File: src/rtl/fdsync_pkg.sv
// Shared types and helpers for the fdsync double-buffered register family.
// Lane count, lane-enable to bit-mask expansion and FSM state encoding.
package fdsync_pkg;

    localparam int MAX_W = 256;

    typedef logic [MAX_W-1:0] wide_t;

    typedef enum logic {
        FS_IDLE    = 1'b0,
        FS_PENDING = 1'b1
    } fs_state_e;

    function automatic int lanes(int width, int lane_w);
        return (width + lane_w - 1) / lane_w;
    endfunction

    // The top lane may be partial; bits at or above width stay clear.
    function automatic wide_t lane_mask(
        int    nl,
        int    width,
        int    lane_w,
        wide_t lane_en
    );
        wide_t m;
        m = '0;
        for (int b = 0; b < MAX_W; b++) begin
            if (b < width && (b / lane_w) < nl) begin
                m[b] = lane_en[b / lane_w];
            end
        end
        return m;
    endfunction

endpackage

File: src/rtl/fdsync_lane_mask.sv
// Expands per-lane write enables into a per-bit write mask.
// Pure combinational; shared by the byte-writable register blocks.
module fdsync_lane_mask
    import fdsync_pkg::*;
#(
    parameter int WIDTH  = 24,
    parameter int LANE_W = 8,
    parameter int NL     = lanes(WIDTH, LANE_W)
) (
    input  logic [NL-1:0]    lane_en,
    output logic [WIDTH-1:0] mask
);

    assign mask = WIDTH'(lane_mask(NL, WIDTH, LANE_W, wide_t'(lane_en)));

endmodule

File: src/rtl/fdsync_shadow.sv
// Double-buffered sync register: lane writes land in a shadow copy that
// moves to q atomically on a rising edge of the sync level.
module fdsync_shadow
    import fdsync_pkg::*;
#(
    parameter int               WIDTH     = 24,
    parameter int               LANE_W    = 8,
    parameter logic [WIDTH-1:0] RESET_VAL = '0,
    parameter bit               IMMEDIATE = 1'b0,
    localparam int              NL        = lanes(WIDTH, LANE_W)
) (
    input  logic             sys_clk,
    input  logic             reset,
    input  logic             ld,
    input  logic [NL-1:0]    lane_en,
    input  logic [WIDTH-1:0] d,
    input  logic             sync,
    input  logic             hold,
    output logic [WIDTH-1:0] q,
    output logic [WIDTH-1:0] shadow,
    output logic             pending,
    output logic             xfer
);

    fs_state_e        state;
    fs_state_e        state_nxt;
    logic [WIDTH-1:0] mask;
    logic [WIDTH-1:0] merged;
    logic             wr;
    logic             sync_d;
    logic             sync_rise;
    logic             deferred;
    logic             defer_set;
    logic             fire;

    fdsync_lane_mask #(
        .WIDTH  (WIDTH),
        .LANE_W (LANE_W),
        .NL     (NL)
    ) u_mask (
        .lane_en (lane_en),
        .mask    (mask)
    );

    assign wr        = ld & (|lane_en);
    assign merged    = wr ? ((shadow & ~mask) | (d & mask)) : shadow;
    assign sync_rise = sync & ~sync_d;

    // A rise seen under hold is remembered and replayed once hold drops.
    assign defer_set = !IMMEDIATE && (state == FS_PENDING)
                       && hold && sync_rise;
    assign fire      = !IMMEDIATE && (state == FS_PENDING)
                       && !hold && (sync_rise || deferred);

    always_comb begin
        state_nxt = state;
        if (IMMEDIATE) begin
            state_nxt = FS_IDLE;
        end else if (fire) begin
            state_nxt = FS_IDLE;
        end else if (wr) begin
            state_nxt = FS_PENDING;
        end
    end

    always_ff @(posedge sys_clk or posedge reset) begin
        if (reset) begin
            sync_d <= 1'b1;
        end else begin
            sync_d <= sync;
        end
    end

    always_ff @(posedge sys_clk or posedge reset) begin
        if (reset) begin
            state    <= FS_IDLE;
            deferred <= 1'b0;
            xfer     <= 1'b0;
        end else begin
            state    <= state_nxt;
            xfer     <= fire;
            if (fire) begin
                deferred <= 1'b0;
            end else if (defer_set) begin
                deferred <= 1'b1;
            end
        end
    end

    always_ff @(posedge sys_clk or posedge reset) begin
        if (reset) begin
            shadow <= RESET_VAL;
            q      <= RESET_VAL;
        end else begin
            shadow <= merged;
            if (IMMEDIATE ? wr : fire) begin
                q <= merged;
            end
        end
    end

    assign pending = (state == FS_PENDING);

endmodule

File: config.mk
export PLATFORM = sky130hd
export DESIGN_NAME = fdsync_shadow
export DESIGN_NICKNAME = d
export VERILOG_FILES = /design/src/rtl/fdsync_pkg.sv /design/src/rtl/fdsync_lane_mask.sv /design/src/rtl/fdsync_shadow.sv
export SDC_FILE = /design/constraint.sdc
export NUM_CORES = 1
export LEC_CHECK = 0
export BUFFER_PORTS_ARGS = -buffer_cell sky130_fd_sc_hd__buf_2
export CORE_ASPECT_RATIO = 1.2
export CORE_MARGIN = 10
export CORE_UTILIZATION = 51
export CTS_CLUSTER_DIAMETER = 120
export DETAILED_ROUTE_END_ITERATION = 10
export PLACE_DENSITY = 0.95
export SLEW_MARGIN = 20
export SYNTH_ARGS = -nofsm -noshare
export SYNTH_HDL_FRONTEND = slang
export SYNTH_SLANG_ARGS = --single-unit
export TNS_END_PERCENT = 5
File: constraint.sdc
create_clock -name sys_clk -period 2.7 [get_ports sys_clk]
set_clock_uncertainty 0.15 [all_clocks]
set_input_delay 0 -clock sys_clk [delete_from_list [all_inputs] [get_ports sys_clk]]
set_output_delay 0 -clock sys_clk [all_outputs]
set_load 0.1 [all_outputs]
# Word-level counts from Yosys, hierarchy flattened

Cells that the tools add are included.

Register bits after elaboration: 52
Bits of input ports: 32

Multiplexer cells: 5
Bitwise gates (word level): 7
Reduce and logical (&&, ||, !) cells: 9

Operators with widths:

| cell               | count |
|---|---|
| bitwise AND 24 bit | 2 |
| 2-to-1 mux 24 bit  | 1 |
| inverter 24 bit    | 1 |
| OR 24 bit          | 1 |
| logical AND 1 bit  | 4 |
| 2-to-1 mux 1 bit   | 4 |
| nonzero test 2 bit | 2 |
| OR reduction 3 bit | 1 |
| bitwise AND 1 bit  | 2 |
| zero test 1 bit    | 1 |
| logical OR 1 bit   | 1 |
| inverter 1 bit     | 1 |

# Logic depth before layout (Yosys ltp)

Gate-level depths: netlist of run 1.

Depth after elaboration: 5
Depth in mapped cells: 5
Depth with buffers taken out: 3

# Cells and area by module

Synthesis of run 1 repeated with hierarchy kept, for this count alone.

Cell total of the unflattened synthesis: 225
Area total of the unflattened synthesis: 2623.8 sq um

Modules (own cells, without submodules):

| module           | instances | cells each | area each (sq um) | seq. area each (sq um) |
|---|---|---|---|---|
| fdsync_shadow    | 1         | 201        | 2443.6            | 1302.5 |
| fdsync_lane_mask | 1         | 24         | 180.2             | 0.0 |

# Least setup slack after synthesis of run 1

OpenSTA, ideal clock, no wires.

Path kind: register to register
From: register state, in the netlist pending
To: register q[0]
Setup time: 0.126 ns
Arrival: 1.895 ns
Required time: 2.424 ns
Path slack: 0.529 ns
Stages on the path, launching flop included: 6
Path buffers: 2
Period minus slack after synthesis: 2.171 ns
Cells stage by stage: dfrtp_1 and2b_1 o21a_1 buf_6 buf_6 mux2_4

Longest elaborated chain between the ends: 2

Ends and longest elaborated chain:

| element                         | line                | source |
|---|---|---|
| start: declaration              | fdsync_shadow.sv:25 | `fs_state_e state;` |
| start signal: assignment        | fdsync_shadow.sv:80 | `state <= state_nxt;` |
| logical AND 1 bit (2 in series) | fdsync_shadow.sv:53 | `&& !hold && (sync_rise \|\| deferred);` |
| end signal: assignment          | fdsync_shadow.sv:97 | `q <= merged;` |
| end: declaration                | fdsync_shadow.sv:19 | `output logic [WIDTH-1:0] q,` |

Every way passes these cells.
A chain may end at the register's enable or synchronous reset.

# Worst setup path in the final report of run 1

From: register sync_d
To: register q[18]

Longest elaborated chain between the ends: 4

Ends and longest elaborated chain:

| element                  | line                | source |
|---|---|---|
| start: declaration       | fdsync_shadow.sv:30 | `logic sync_d;` |
| start signal: assignment | fdsync_shadow.sv:70 | `sync_d <= sync;` |
| inverter 1 bit           | fdsync_shadow.sv:47 | `assign sync_rise = sync & ~sync_d;` |
| bitwise AND 1 bit        | fdsync_shadow.sv:47 |  |
| logical OR 1 bit         | fdsync_shadow.sv:53 |  |
| logical AND 1 bit        | fdsync_shadow.sv:53 |  |

Every way passes these cells.

==> out/qor.txt, run 1 <==
outcome - finished, final reports clean
final wirelength - 5470 µm
Setup crit end kind - register
Critical Path Fanout Max - 15
Synth top cells by count - 51 x dfrtp_1, 24 x mux2_2, 24 x mux2_4
Clock Pin Slew Worst Setup and Hold Paths - 0.09 ns
synthesized flop and latch total - 52
Pins Over Slew Limit - 0
Critical Path AT - 1.68 ns
Via Count - 1389
1st-iter DRT viols - 128
sequential fraction of the synthesis area - 64.0%
Crit Path Class - register to register
CTS tree - done
Vias/cell - 4.86
FILL cells - 221
post-CTS setup buffers - 0
Worst EP required - 2.74 ns
final hold vios - 0
die area - 6930 µm²
first-pass GRT wire length - 8660 µm
Final #Nets - 263
Distinct cells, synth - 13
Area growth syn-to-layout - 41.9%
largest net degree at the start of global routing - 53
Tcrit/Tclk final - 60.7%
Num CTS Buffers - 5
hold depth - 3
vias in the first global route - 1608
num rows - 25
Initial Utilization - 52.0%
Root Driver - clkbuf_8
Post-Syn Area per Cell - 17.7 µm²
DRC Markers - 0
Rel. slew slack - 42.9%
Hold/Removal Path Class - primary input to register
PortBufs - 81
crit path time final - 1.64 ns
RSZ-0062 raised after global routing - false
GRT overflow - 0
Fmax - 610 MHz
area of the mapped netlist - 2030 µm²
most common cell in the synthesized netlist - dfrtp_1
core region area - 3910 µm²
Clock Path Buffers - 2
clk_lat worst skew - 0.30 ns
layout cells sized above 1 - 61.6%
# Max-Cap Violations - 0
yosys warns - 0
Synth Flop Type - dfrtp_1
IO Pins - 82
setup_tns - 0 ns
Slew @ Worst Pin - 0.855 ns
routability cong. - 0.742
Mapped Cells - 115
Area contributors post-synth - dfrtp_1 63%, mux2_4 18%, mux2_2 13%
DP HPWL - 3520 µm
Total GRT Usage - 16.1%
post-synth top area cell - dfrtp_1
Routed Antenna Nets - 0
syn_nets - 147
Worst Setup Start Kind - register
chip width - 77.7 µm
clk sinks - 52
Avg WL per Cell - 19.1 µm
worst reg2reg path depth - 4
H-tree depth - 2
initial antenna violation count - 0
Yosys top cell area share - 62.7%
Async SR Flop Fraction - 100%
Vert. Die Dim - 89.2 µm
# setup viols final - 0
Antenna Cells - 0
router iterations before antenna repair - 4
number of synthesized flops with an enable pin - 0
-- per-layer routing --
metal  part of all wire (%)  track usage, %  wire (µm)  vias to the layer above
li1                       -               -          -                      630
met3                    8.8            6.14        479                       10
met5                      0               0          0                        -
met1                     36            16.3       1990                      688
met4                    2.1            6.64        116                        0
met2                     53            29.4       2890                       61
-- flip-flops by register name, indices dropped and copies added (netlist names) --
register and flops:
xfer 1, pending 1, q 24, sync_d 1, shadow 24, deferred 1
-- layout make-up --
class	count	area, µm²	area share, %
Clock buffer	6	72.6	2.51
Clock inverter	2	35.0	1.21
Sequential cell	52	1300	45.1
Timing Repair Buffer	112	711	24.6
Tap cell	54	67.6	2.34
Multi-Input combinational cell	59	694	24.0
Inverter	1	5.00	0.173
-- critical path: stages (launching register included) --
cell     delay, ns
dfstp_2       0.37
nor2b_1       0.20
o21a_1        0.19
buf_4         0.28
mux2_4        0.33
-- metrics by stage --
step           cell area (µm²)  std cells  hold WS [ns]  setup slack, ns  utilization [%]
3_5_place_dp              2490        249       -0.0309             1.14             63.6
6_report                  2890        286        0.0776             1.06             73.9
5_1_grt                   2890        286        0.0842             1.00             73.9
3_3_place_gp              2490        249       -0.0249             1.19             63.6
2_1_floorplan             2030        115        -0.146            0.529                -
4_1_cts                   2890        286        0.0558             1.11             73.8
-- cells in the final DEF (no fill, tap or decap) --
master / Yosys / routed
buf_2: 0 / 81
dfrtp_1: 51 / 51
dlygate4sd3_1: 0 / 29
mux2_2: 24 / 24
mux2_4: 24 / 24
clkbuf_8: 0 / 5
nand2_2: 3 / 3
clkinv_2: 0 / 2
a21oi_1: 2 / 2
nor2_1: 2 / 2
buf_4: 0 / 2
nor2b_1: 1 / 1
and2b_1: 1 / 1
o21a_1: 1 / 1
or3_1: 1 / 1
bufinv_16: 0 / 1
clkbuf_1: 0 / 1
dfstp_2: 1 / 1
-- cells by family after synthesis --
logic type | Yosys count | share of synthesized area [%]
AOI/OAI and AO/OA | 3 | 0.861
and+or+nand+nor | 8 | 2.28
DFF | 52 | 64.0
buffers and inverters | 4 | 1.84
muxes | 48 | 31.0
-- repair_timing --
item,CTS,global route
hold endpoints to repair,102,0
gates resized for setup,0,0
endpoints found under the setup margin,0,0
hold buffers,29,0
-- final timing paths --
check | from | slack (ns) | end
max in group asynchronous | reset | 1.66 | shadow[9]$_DFF_PP0_
min reg2reg | q[12]$_DFFE_PP0P_ | 0.36 | q[12]$_DFFE_PP0P_
min | lane_en[0] | 0.08 | shadow[6]$_DFF_PP0_
min in group asynchronous | reset | 0.23 | shadow[13]$_DFF_PP0_
max reg2reg | sync_d$_DFF_PP1_ | 1.06 | q[18]$_DFFE_PP0P_
max | sync_d$_DFF_PP1_ | 1.06 | q[18]$_DFFE_PP0P_
Power of run 1 is left out: the tool's default activity adds up to more than one toggle a clock period on the data nets, which glitch-free logic cannot reach.
==> run 2: changes to the inputs <==
--- a/config.mk
+++ b/config.mk
@@ -5,13 +5,14 @@
 export SDC_FILE = /design/constraint.sdc
 export NUM_CORES = 1
 export LEC_CHECK = 0
+export ABC_AREA = 1
 export BUFFER_PORTS_ARGS = -buffer_cell sky130_fd_sc_hd__buf_2
 export CORE_ASPECT_RATIO = 1.2
 export CORE_MARGIN = 10
-export CORE_UTILIZATION = 51
+export CORE_UTILIZATION = 50
 export CTS_CLUSTER_DIAMETER = 120
 export DETAILED_ROUTE_END_ITERATION = 10
-export PLACE_DENSITY = 0.95
+export PLACE_DENSITY = 0.9
 export SLEW_MARGIN = 20
 export SYNTH_ARGS = -nofsm -noshare
 export SYNTH_HDL_FRONTEND = slang
==> constraint.sdc (replaced) <==
create_clock -name sys_clk -period 1.57 [get_ports sys_clk]
set_clock_uncertainty 0.15 [all_clocks]
set_input_delay 0 -clock sys_clk [delete_from_list [all_inputs] [get_ports sys_clk]]
set_output_delay 0 -clock sys_clk [all_outputs]
set_load 0.1 [all_outputs]
==> run 2 against run 1 <==
- non-clock buffer count is 12 higher
- routed wire length is 33% higher
- register-to-register slack worse by 1.0 ns
- critical endpoint is now shadow[17]$_DFF_PP0_
==> out/qor.txt, run 2 <==
Rel. slew slack - 66.3% (+23 points)
Crit Path Class - register to register
hold slack - 0.0138 ns (-0.0638 ns)
worst reg2reg path depth - 5 (+1)
synthesized flop and latch total - 52 (unchanged)
Vert. Die Dim - 97.4 µm (+9.2%)
area of the mapped netlist - 2490 µm² (+23%)
layout cells sized above 1 - 33.8% (-28 points)
clk_lat worst skew - 0.30 ns (about the same)
Vias/cell - 4.92 (+1.3%)
Distinct cells, synth - 18 (+5)
post-synth top area cell - dfrtp_1
1st-iter DRT viols - 129 (+0.78%)
largest net degree at the start of global routing - 33 (-38%)
num rows - 28 (+12%)
Worst Setup Start Kind - register
routability cong. - 0.773 (+4.1%)
Routed Antenna Nets - 0 (unchanged)
Crit. Startpoint - shadow[17]$_DFF_PP0_
chip width - 84.5 µm (+8.8%)
Root Driver - clkbuf_8
final wirelength - 7260 µm (+33%)
most common cell after layout, fill and taps aside - nand2_1
initial antenna violation count - 0 (unchanged)
Slew @ Worst Pin - 0.508 ns (-0.347 ns)
Final #Nets - 451 (+71%)
Post-Syn Area per Cell - 8.26 µm² (-53%)
reg-to-reg endpoint - shadow[17]$_DFF_PP0_
sequential fraction of the synthesis area - 52.2% (-12 points)
Avg WL per Cell - 15.1 µm (-21%)
Mapped Cells - 302 (+160%)
Critical Path AT - 1.55 ns (-0.13 ns)
syn_nets - 334 (+130%)
PortBufs - 81 (unchanged)
GRT overflow - 0 (unchanged)
CP endpoint - shadow[17]$_DFF_PP0_
commonest cells after routing, fill and taps aside - 158 x nand2_1, 81 x buf_2, 50 x dfrtp_1
crit path time final - 1.51 ns (-0.124 ns)
Yosys top cell area share - 51.2% (-12 points)
Tcrit/Tclk final - 96.5% (+36 points)
Largest regs - q (24), shadow (24)
Clock Path Buffers - 2 (unchanged)
Leakage - 1.96 nW
final hold vios - 0 (unchanged)
CTS tree - done
Worst R2R Setup Slack - 0.06 ns (-1.01 ns)
Worst EP required - 1.60 ns (-1.14 ns)
RSZ-0062 raised after global routing - true
Synth Flop Type - dfrtp_1
Area contributors post-synth - dfrtp_1 51%, nand2_1 24%, nand2_2 9.8%
Synth top cells by count - 158 x nand2_1, 51 x dfrtp_1, 39 x nand2_2
router iterations before antenna repair - 4 (unchanged)
pre-CTS WS - 0.0905 ns (-1.05 ns)
# Max-Cap Violations - 0 (unchanged)
Peak VDD IR - 1.18 mV
FF+latch area - 1300 µm² (about the same)
core region area - 4870 µm² (+25%)
RR Startpoint - shadow[17]$_DFF_PP0_
Pwr Density - 1950 nW/µm²
DRC Markers - 0 (unchanged)
Initial Utilization - 51.2% (-0.82 points)
Fmax - 660 MHz (+8.2%)
FILL cells - 371 (+68%)
yosys warns - 0 (unchanged)
clk sinks - 52 (unchanged)
Area growth syn-to-layout - 35.4%
Via Count - 2361 (+70%)
Hold/Removal Path Class - primary input to register
most common cell in the synthesized netlist - nand2_1
number of synthesized flops with an enable pin - 0 (unchanged)
DP HPWL - 4900 µm (+39%)
Antenna Cells - 0 (unchanged)
die area - 8220 µm² (+19%)
Setup crit end kind - register
first-pass GRT wire length - 12200 µm (+41%)
Pins Over Slew Limit - 0 (unchanged)
Async SR Flop Fraction - 100% (unchanged)
Multi-input gate area - 1030 µm² (+49%)
Critical Path Fanout Max - 3 (-12)
Num CTS Buffers - 5 (unchanged)
H-tree depth - 2 (unchanged)
IO Pins - 82 (unchanged)
final setup margin - 0.0551 ns (-1.01 ns)
# setup viols final - 0 (unchanged)
total power - 6.59 mW
vias in the first global route - 2493 (+55%)
Total GRT Usage - 17.6% (+1.4 points)
Clock Pin Slew Worst Setup and Hold Paths - 0.09 ns (about the same)
outcome - finished, final reports clean
## run 2: changes by cell type after synthesis, sizes merged
cell	change
nand3	+25
and2b	-1
clkbuf	+1
nor2b	-1
nand2	+196
inv	+8
or3	-1
buf	+10
o21a	-1
a21oi	-1
mux2	-48
## run 2: kinds of logic (layout without fill, tap and decap cells)
logic type / count (synthesis) / count (layout) / share of synthesized area (%)
AND/OR/NAND/NOR: 226 / 226 / 41.1
flip-flops: 52 / 52 / 52.2
buffers and inverters: 23 / 141 / 6.42
AO/OA/AOI/OAI: 1 / 1 / 0.201
## run 2: metal layers
metal,wire (µm),GRT usage (%),part of all wire [%]
met1,2910,21.1,40
met4,45,5.20,0.62
met3,615,5.20,8.5
met2,3680,29.4,51
met5,0,0,0
## run 2: worst min-delay path by stage
stage | depth (start not counted) | from | to | slack [ns]
after global placement | 2 | reset | shadow[10]$_DFF_PP0_ | -0.12
after CTS | 5 | lane_en[0] | shadow[3]$_DFF_PP0_ | 0.005
final | 5 | lane_en[0] | shadow[6]$_DFF_PP0_ | 0.01
after global routing | 5 | lane_en[0] | shadow[7]$_DFF_PP0_ | 0.05
after floorplan | 0 | sync | sync_d$_DFF_PP1_ | -0.15
after detailed placement | 2 | reset | shadow[6]$_DFF_PP0_ | -0.11
## run 2: cell type report
| cell class | instances | area share (%) |
|---|---|---|
| Multi-Input combinational cell | 227 | 30.6 |
| Sequential cell | 52 | 38.6 |
| Timing Repair Buffer | 124 | 24.7 |
| Clock buffer | 8 | 2.67 |
| Tap cell | 60 | 2.22 |
| Inverter | 9 | 1.15 |
## run 2: where the power goes
group	switching, mW	internal, mW	leakage, nW
logic	3.29	0.586	1.25
registers	0.241	1.70	0.662
clock network	0.411	0.360	0.0455
total	3.95	2.65	1.96
## run 2: worst max-delay path, cell delays in order, from the launching register on
cell and delay, ns:
dfrtp_1 0.42, nand2_1 0.08, nand2_1 0.05, nand3_1 0.08, nand2_2 0.06, dlygate4sd3_1 0.57
## run 2: repair_timing
action                                 4_1_cts  5_1_grt
buffers inserted                             0        0
gates resized for setup                      0        3
hold buffers                                37        0
endpoints found under the hold margin       93        0
setup endpoints to repair                    0       24
## run 2: stage by stage
step / setup TNS (ns) / std cells / cell area, µm² / util [%]
6_report: 0 / 480 / 3380 / 69.3
5_1_grt: -0.00802 / 480 / 3380 / 69.3
4_1_cts: 0 / 480 / 3370 / 69.2
3_5_place_dp: 0 / 435 / 2910 / 59.8
3_3_place_gp: 0 / 435 / 2910 / 59.8
2_1_floorplan: 0 / 302 / 2500 / -
Power figures use the tool's default switching activity.
==> run 3: changes to the inputs <==
--- a/config.mk
+++ b/config.mk
@@ -7,7 +7,7 @@
 export LEC_CHECK = 0
 export ABC_AREA = 1
 export BUFFER_PORTS_ARGS = -buffer_cell sky130_fd_sc_hd__buf_2
-export CORE_ASPECT_RATIO = 1.2
+export CORE_ASPECT_RATIO = 1.5
 export CORE_MARGIN = 10
 export CORE_UTILIZATION = 50
 export CTS_CLUSTER_DIAMETER = 120
==> run 3 against run 2 <==
- register-to-register slack is essentially flat
- first-iteration DRC count is 37% higher
- core utilization rose by 0.43 points
- clock power rose by 1%
- cell count up 1.0%
- maximum frequency increased by 0.77%
- total power increased by 0.58%
- count of clock-buffer cells in the layout is 1 lower
- worst setup slack improved by 0.012 ns
- largest power group unchanged
==> out/qor.txt, run 3 (synthesized netlist as in run 2, its figures left out) <==
Worst EP required - 1.61 ns (about the same)
most common cell after layout, fill and taps aside - nand2_1
first-pass GRT wire length - 12400 µm (+1.1%)
setup_tns - 0 ns (unchanged)
# Max-Cap Violations - 0 (unchanged)
Root Driver - clkbuf_8
Worst Setup Start Kind - register
Leakage - 1.97 nW (+0.51%)
Crit Path Class - register to register
Vias/cell - 5.04 (+2.4%)
Avg WL per Cell - 15.2 µm (+0.37%)
hold depth - 5 (unchanged)
GRT overflow - 0 (unchanged)
RSZ-0062 raised after global routing - false
Pins Over Slew Limit - 0 (unchanged)
Setup crit end kind - register
DP HPWL - 4890 µm (about the same)
Vert. Die Dim - 106 µm (+9.4%)
num rows - 31 (+11%)
1st-iter DRT viols - 177 (+37%)
post-route cell area - 3380 µm² (+0.19%)
largest net degree at the start of global routing - 53 (+61%)
PortBufs - 81 (unchanged)
die area - 8270 µm² (+0.57%)
Hold/Removal Path Class - primary input to register
worst reg2reg path depth - 5 (unchanged)
Slew @ Worst Pin - 0.519 ns (+0.0108 ns)
chip width - 77.7 µm (-8.1%)
routability cong. - 0.781 (+1.1%)
clk sinks - 52 (unchanged)
Fmax - 665 MHz (+0.77%)
outcome - finished, final reports clean
fin util - 69.8% (+0.43 points)
Via Count - 2442 (+3.4%)
Total GRT Usage - 18.2% (+0.60 points)
router iterations before antenna repair - 4 (unchanged)
Num CTS Buffers - 5 (unchanged)
DRC Markers - 0 (unchanged)
Peak VDD IR - 1.02 mV (-13%)
Pwr Density - 1960 nW/µm² (+0.39%)
CTS tree - done
layout cells sized above 1 - 34.0% (+0.16 points)
pre-CTS WS - 0.152 ns (+0.0618 ns)
final setup margin - 0.0666 ns (+0.0115 ns)
vias in the first global route - 2565 (+2.9%)
area of placed instances - 2920 µm² (+0.43%)
Critical Path Fanout Max - 3 (unchanged)
Initial Utilization - 51.4% (+0.22 points)
final hold vios - 0 (unchanged)
Area growth syn-to-layout - 35.7%
Largest regs - q (24), shadow (24)
clk_lat worst skew - 0.30 ns (about the same)
H-tree depth - 2 (unchanged)
initial antenna violation count - 1 (+1)
# setup viols final - 0 (unchanged)
post-CTS setup buffers - 0 (unchanged)
FILL cells - 368 (-0.81%)
Rel. slew slack - 65.6% (-0.72 points)
Tcrit/Tclk final - 95.8% (-0.73 points)
core region area - 4850 µm² (-0.44%)
crit path time final - 1.50 ns (-0.0115 ns)
Final #Nets - 449 (-0.44%)
IO Pins - 82 (unchanged)
Critical Path AT - 1.55 ns (about the same)
final wirelength - 7360 µm (+1.4%)
Clock Pin Slew Worst Setup and Hold Paths - 0.09 ns (about the same)
commonest cells after routing, fill and taps aside - 158 x nand2_1, 81 x buf_2, 50 x dfrtp_1
Clock Path Buffers - 2 (unchanged)
Routed Antenna Nets - 0 (unchanged)
-- run 3: metrics by stage --
stage                     std cells  power [mW]  hold WS [ns]
after floorplan                 302        5.12        -0.146
after global placement          440        5.71       -0.0893
after detailed placement        440        5.77       -0.0748
after CTS                       485        6.66       0.00783
after global routing            485        6.91        0.0504
final                           485        6.63       0.00685
-- run 3: power breakdown --
part	total, mW	internal (mW)	switching [mW]
clock	0.780	0.359	0.421
sequential	1.94	1.70	0.241
combinational	3.91	0.598	3.31
-- run 3: layout make-up --
type / count / area, µm² / share of cell area (%)
flip-flops and latches: 52 / 1300 / 38.5
multi-input cells: 227 / 1030 / 30.5
repair buffers: 122 / 831 / 24.6
clock buffers: 7 / 86.3 / 2.55
well taps: 66 / 82.6 / 2.44
inverters: 9 / 36.3 / 1.07
clock inverters: 1 / 7.51 / 0.222
diodes: 1 / 2.50 / 0.0740
-- run 3: repair_timing --
action                                 CTS  global route
setup endpoints to repair                0             2
endpoints found under the hold margin   87             0
resized for setup                        0             1
hold buffers                            37             0
-- run 3: worst paths after layout --
check	from	slack [ns]	endpoint
min in group asynchronous	reset	0.15	shadow[12]$_DFF_PP0_
min reg2reg	q[3]$_DFFE_PP0P_	0.33	q[3]$_DFFE_PP0P_
max reg2reg	shadow[18]$_DFF_PP0_	0.07	shadow[18]$_DFF_PP0_
max	shadow[18]$_DFF_PP0_	0.07	shadow[18]$_DFF_PP0_
max in group asynchronous	reset	0.83	sync_d$_DFF_PP1_
min	lane_en[2]	0.007	shadow[22]$_DFF_PP0_
-- run 3: routing by layer --
| layer | routed length [µm] | GRT usage (%) | vias to the layer above |
|---|---|---|---|
| met5 | 0 | 0 | - |
| met4 | 269 | 9.69 | 0 |
| met3 | 505 | 4.81 | 28 |
| met2 | 3840 | 31.9 | 106 |
| met1 | 2740 | 19.3 | 1159 |
| li1 | - | - | 1149 |
-- run 3: worst max-delay path, stage by stage, from the launching register on --
cell and delay (ns):
dfrtp_1 0.42, nand2_1 0.08, nand2_1 0.05, nand3_1 0.08, nand2_2 0.07, dlygate4sd3_1 0.55
